$ cat src/rtl/dmem_arbiter.sv
// Round-robin arbiter that shares one single-port synchronous data RAM
// between two cores. It serves one transaction at a time and answers with a one-cycle ready pulse.
module dmem_arbiter #(
  parameter int ADDR_W = 16,
  parameter int DATA_W = 16
) (
  input  logic              clk,
  input  logic              rst,
  input  logic              rd0,
  input  logic              wr0,
  input  logic [ADDR_W-1:0] addr0,
  input  logic [DATA_W-1:0] wdata0,
  output logic [DATA_W-1:0] rdata0,
  output logic              ready0,
  input  logic              rd1,
  input  logic              wr1,
  input  logic [ADDR_W-1:0] addr1,
  input  logic [DATA_W-1:0] wdata1,
  output logic [DATA_W-1:0] rdata1,
  output logic              ready1,
  output logic [ADDR_W-1:0] mem_addr,
  output logic [DATA_W-1:0] mem_wdata,
  output logic              mem_rd,
  output logic              mem_wr,
  input  logic [DATA_W-1:0] mem_rdata,
  output logic              last
);

  localparam logic [1:0] S_IDLE   = 2'd0;
  localparam logic [1:0] S_ACCESS = 2'd1;
  localparam logic [1:0] S_WAIT   = 2'd2;
  localparam logic [1:0] S_RESP   = 2'd3;

  logic [1:0]        state_q, state_d;
  logic              g_q;
  logic              last_q;
  logic              op_wr_q;
  logic [ADDR_W-1:0] mem_addr_q;
  logic [DATA_W-1:0] mem_wdata_q;
  logic              mem_rd_q, mem_wr_q;
  logic [DATA_W-1:0] rdata0_q, rdata1_q;
  logic              ready0_q, ready1_q;

  logic              cand0, cand1;
  logic              grant_d;
  logic              gnt_idx_d;
  logic              gnt_wr_d;
  logic [ADDR_W-1:0] gnt_addr_d;
  logic [DATA_W-1:0] gnt_wdata_d;

  // The core being answered in RESP still holds its request, so it is not a candidate then.
  always_comb begin
    cand0       = (rd0 | wr0) && !(state_q == S_RESP && g_q == 1'b0);
    cand1       = (rd1 | wr1) && !(state_q == S_RESP && g_q == 1'b1);
    grant_d     = (state_q == S_IDLE || state_q == S_RESP) && (cand0 || cand1);
    gnt_idx_d   = (cand0 && cand1) ? ~last_q : cand1;
    gnt_wr_d    = gnt_idx_d ? wr1 : wr0;
    gnt_addr_d  = gnt_idx_d ? addr1 : addr0;
    gnt_wdata_d = gnt_idx_d ? wdata1 : wdata0;
    state_d     = state_q;
    case (state_q)
      S_IDLE:   state_d = grant_d ? S_ACCESS : S_IDLE;
      S_ACCESS: state_d = S_WAIT;
      S_WAIT:   state_d = S_RESP;
      S_RESP:   state_d = grant_d ? S_ACCESS : S_IDLE;
      default:  state_d = S_IDLE;
    endcase
  end

  always_ff @(posedge clk or posedge rst) begin
    if (rst) begin
      state_q     <= S_IDLE;
      g_q         <= 1'b0;
      last_q      <= 1'b1;
      op_wr_q     <= 1'b0;
      mem_addr_q  <= '0;
      mem_wdata_q <= '0;
      mem_rd_q    <= 1'b0;
      mem_wr_q    <= 1'b0;
      rdata0_q    <= '0;
      rdata1_q    <= '0;
      ready0_q    <= 1'b0;
      ready1_q    <= 1'b0;
    end else begin
      state_q  <= state_d;
      mem_rd_q <= 1'b0;
      mem_wr_q <= 1'b0;
      ready0_q <= 1'b0;
      ready1_q <= 1'b0;
      // Strobes are launched on the grant edge so they are high exactly during ACCESS.
      if (grant_d) begin
        g_q         <= gnt_idx_d;
        last_q      <= gnt_idx_d;
        op_wr_q     <= gnt_wr_d;
        mem_addr_q  <= gnt_addr_d;
        mem_wdata_q <= gnt_wdata_d;
        mem_wr_q    <= gnt_wr_d;
        mem_rd_q    <= ~gnt_wr_d;
      end
      if (state_q == S_WAIT) begin
        if (g_q) begin
          ready1_q <= 1'b1;
          if (!op_wr_q) rdata1_q <= mem_rdata;
        end else begin
          ready0_q <= 1'b1;
          if (!op_wr_q) rdata0_q <= mem_rdata;
        end
      end
    end
  end

  assign rdata0    = rdata0_q;
  assign rdata1    = rdata1_q;
  assign ready0    = ready0_q;
  assign ready1    = ready1_q;
  assign mem_addr  = mem_addr_q;
  assign mem_wdata = mem_wdata_q;
  assign mem_rd    = mem_rd_q;
  assign mem_wr    = mem_wr_q;
  assign last      = last_q;

endmodule

$ cat config.mk
export PLATFORM = sky130hd
export DESIGN_NAME = dmem_arbiter
export DESIGN_NICKNAME = d
export VERILOG_FILES = /design/src/rtl/dmem_arbiter.sv
export SDC_FILE = /design/constraint.sdc
export NUM_CORES = 1
export LEC_CHECK = 0
export ABC_CLOCK_PERIOD_IN_PS = 5450
export CORE_MARGIN = 5
export CORE_UTILIZATION = 45
export DETAILED_ROUTE_END_ITERATION = 8
export HOLD_SLACK_MARGIN = 0.1
export PLACE_DENSITY = 0.86
export SYNTH_ARGS = -nofsm -noshare
export SYNTH_HDL_FRONTEND = slang
export SYNTH_SLANG_ARGS = --single-unit
$ cat constraint.sdc
create_clock -name clk -period 5.45 [get_ports clk]
set_input_delay 0.8175 -clock clk [delete_from_list [all_inputs] [get_ports clk]]
set_output_delay 0.8175 -clock clk [all_outputs]
set_load 0.02 [all_outputs]
# == Yosys cells after proc, flatten, opt, wreduce, memory -nomap -nowiden ==
# Cells that the tools add are included.
# classes
n_addsub,0
multipliers,0
div_mod_pow,0
order_cmp,0
eq_ne,3
shift,0
mux,12
n_bitwise,6
n_reduce_logical,14
# op_table
operator,count
$mux W16,2
$mux W1,9
$logic_and A1 B1 Y1,6
$pmux W2 S3,1
$reduce_and A3 Y1,2
$eq A2 B2 Y1 const B,2
$not A1 Y1,4
$eq A2 B1 Y1 const B,1
$logic_not A1 Y1,2
$logic_not A2 Y1,1
$logic_or A1 B1 Y1,2
$or A1 B1 Y1,2
$reduce_or A2 Y1,1
# word_totals
ff_bits,73
latch_bits,0
ramBits,0
romBits,0
elab_cells,47
n_memories,0

# == Depth between registers and ports, before layout ==
# logic_depth
word_depth,9
depth_mapped,6

# == Worst setup path before layout ==
# OpenSTA, ideal clock, no wires.
# synth_path
kind,input to register
start,in rd0
end,reg mem_addr_q[0] (netlist: mem_addr[0])
setup_time_ns,0.125
t_arrival_ns,1.841
t_required_ns,5.325
setup_slack_ns,3.483
stages,5
n_path_buf,1
path_cell_list,nor2_2 > o21ai_4 > buf_6 > mux2_4 > mux2_4
# synth_between
elab_chain_len,5
# synth_lines
item,line_no,source
from (decl),9,"input logic rd0,"
$or A1 B1 Y1 (*),53,cand0 = (rd0 | wr0) && !(state_q == S_RESP && g_q == 1'b0);
$logic_and A1 B1 Y1 (*),53,
$logic_and A1 B1 Y1,56,gnt_idx_d = (cand0 && cand1) ? ~last_q : cand1;
$mux W1,56,
$mux W16,58,gnt_addr_d = gnt_idx_d ? addr1 : addr0;
to (signal assigned),95,mem_addr_q <= gnt_addr_d;
to (decl),38,logic [ADDR_W-1:0] mem_addr_q;
# Mark *: on every way between the ends. The rest lies on a longest branch, timed or not.
# A chain may end at the register's enable or synchronous reset.

# == Final worst setup path ==
# layout_path
start,in wr0
end,reg mem_addr_q[8] (netlist: mem_addr[8])
# layout_between
elab_chain_len,5
# layout_lines
item,line_no,source
from (decl),10,"input logic wr0,"
$or A1 B1 Y1 (*),53,
$logic_and A1 B1 Y1 (*),53,
$logic_and A1 B1 Y1,56,
$mux W1,56,
$mux W16,58,
# Marked as above.

==> impl_metrics.ini <==
[floorplanning]
coreArea_sq_um = 7331
die_h_um = 97.33
io_pins = 155
rows = 31
die_area_sq_um = 9473
start_util_pct = 46.82
die_w_um = 97.33

[worst_setup_path]
worstPathArrival_ns = 2.97
r2r_cells = 6
cpPeakStageDelay_ns = 0.95
crit_family = compound AO/OA/AOI/OAI gates
required_ns = 5.67
endpoint_kind = flip-flop
cp-start-kind = input pin
critical_path_cell_count = 5
path_class = in -> reg
slowest_stage = o21a_2
path_cells = clkdlybuf4s50_1 > nor2_2 > a21oi_1 > o21a_2 > mux2_2
critPathMaxFanout = 37
crit_buf_inv = 1

[flow_run]
maxCapViolCount = 0

[cts]
cts_buffer_depth = 2
postCtsHoldBufs = 0
cts_root_buf = clkbuf_8
htreeDepth = 3
cts_setup_buffers = 0
cts_tree = yes
cts_resized = 0
clkTransAtPathRegs_ns = 0.08
clk_latency_ns = 0.34
numCtsBuffers = 9
clock-sinks = 73

[synth]
yosysTopAreaCellShare_pct = 52.50
synth_seq_area_share_pct = 53.26
synth_edf_count = 0
syn_area_sq_um = 3432
synth_area_leader_cell = dfrtp_1
synth_cell_types = 24
synthFlopType = dfrtp_1
synthesis.instances = 206
ys_warn_count = 0
syn_nets = 295
synth.area.top_cells = dfrtp_1 (52%), mux2_4 (24%), mux2_2 (11%)
syn_area_per_cell_sq_um = 16.66
synthArstFlopShare_pct = 100.0
yosys_register_bits = 73

[route]
drtIter0Drc = 58
vias = 2298
wirelength_um = 8507
final_antenna_net_count = 0
drt_pass1_iterations = 4
via_per_inst = 4.921
routedWlPerCell_um = 18.22
drc_errors = 0

[sta]
clock_skew_ns = 0.01217
fin_crit_ns = 2.752
relSlewSlack_pct = 21.21
finalCritPeriodShare_pct = 50.49
maxSlewViolCount = 0
setup_viol = 0
tns_ns = 0
worstMarginPinSlew_ns = 1.182
finalHoldViolations = 0
clock.fmax_mhz = 363.4
rsz0062_at_grt = false

[power]
p_leak_nw = 2.338
pwr_density_cell_nw_per_um2 = 679.1
irDropWorstVdd_uv = 331.2

[hold_path]
whs_path_depth = 1
holdCritPathClass = reg -> reg

[layout]
drive_gt1_share_pct = 30.43
nets = 452
area_growth_pct = 53.77
fin_util_pct = 71.99
n_antenna_cell = 0

[placed_design]
port_buffers = 154
gp_congestion = 0.8042
hpwlAfterDp_um = 6478

[grt]
grt_pass1_wl_um = 13630
grt_usage_pct = 18.22
grt_pass1_vias = 2548
antenna_found_initial = 0
grt_overflow = 0
grt_max_degree = 74

[status]
status = completed
==> per-layer routing <==
| layer | vias to the layer above | track usage [%] | share of wire [%] |
|---|---|---|---|
| met5 | - | 0 | 0 |
| li1 | 1041 | - | - |
| met3 | 5 | 8.112 | 9.9 |
| met1 | 1135 | 21.96 | 41 |
| met4 | 0 | 4.792 | 0.72 |
| met2 | 117 | 29.83 | 49 |
==> flip-flops by register name, summed over array words and instances (netlist names), 2 cells and up <==
signal     count
state_q        2
mem_wdata     16
rdata0        16
mem_addr      16
rdata1        16
==> synthesized netlist by cell type, types with 2 or more instances <==
master   number
inv_1         6
buf_8         2
mux2i_1       2
dfrtp_1      72
buf_6         5
buf_2         3
mux2_4       56
mux2_2       33
a21oi_1       2
ha_1          3
and2_1        2
mux2_1        7
nor2b_1       2
==> cell families (layout without fill, tap and decap cells) <==
group,count (synthesis),after routing,share of synthesized area (%)
muxes,98,98,38.21
DFF,73,73,53.26
buffers and inverters,16,178,3.609
AOI/OAI and AO/OA,8,8,2.407
and+or+nand+nor,8,8,1.422
adders and majority gates,3,3,1.094
==> worst register-to-register path: stages, from the launching register on <==
cell      delay, ns
dfrtp_1        0.41
ha_1           0.26
nand2b_1       0.19
o21ai_4        0.36
buf_4          0.50
mux2_2         0.40
mux2_2         0.26
==> per-stage QoR <==
step | setup slack (ns) | power [W] | area, sq um | cells | hold slack (ns)
after floorplan | 2.781 | 0.002359 | 3432 | 206 | 0.4936
after global placement | 2.414 | 0.003001 | 5012 | 451 | 0.4655
after detailed placement | 2.363 | 0.003060 | 5012 | 451 | 0.4753
after CTS | 2.739 | 0.003625 | 5278 | 467 | 0.4929
after global routing | 2.619 | 0.003776 | 5278 | 467 | 0.5173
final | 2.698 | 0.003584 | 5278 | 467 | 0.4870
==> area by class of cell <==
type,instances,area (sq um)
Inverter,6,22.52
Tap cell,99,123.9
Fill cell,471,2053
Clock buffer,10,127.6
Timing Repair Buffer,156,1556
Clock inverter,6,137.6
Multi-Input combinational cell,117,1481
Sequential cell,73,1828
==> report_power, final <==
group	total [W]	switching, W	internal [W]
clock network	0.000551	0.000197	0.000354
logic	0.00204	0.000879	0.00116
registers	0.000990	0.000156	0.000833
==> worst paths after layout <==
check	slack [ns]	startpoint	end
max in group asynchronous	3.78	rst	mem_addr[15]
worst max-delay path	2.70	wr0	mem_addr[8]
min in group asynchronous	1.08	rst	rdata1[1]
worst max register to register	2.97	state_q[0]	mem_addr[7]
worst min-delay path	0.49	rdata0[7]	rdata0[7]
worst min register to register	0.49	rdata0[7]	rdata0[7]
==> cells in the final DEF (no fill, tap or decap), drive strengths merged <==
cell / instances
dfrtp: 72
mux2: 96
nand3: 1
a31oi: 1
dfstp: 1
o21ba: 1
nand2b: 1
inv: 8
o21a: 1
nor2b: 2
buf: 2
mux2i: 2
o22ai: 1
bufinv: 4
and3: 1
o21ai: 1
and2: 2
nor2: 1
clkdlybuf4s50: 154
a2bb2oi: 1
ha: 3
a21oi: 2
clkbuf: 10
Note: power is estimated with default switching activity, not from simulation.
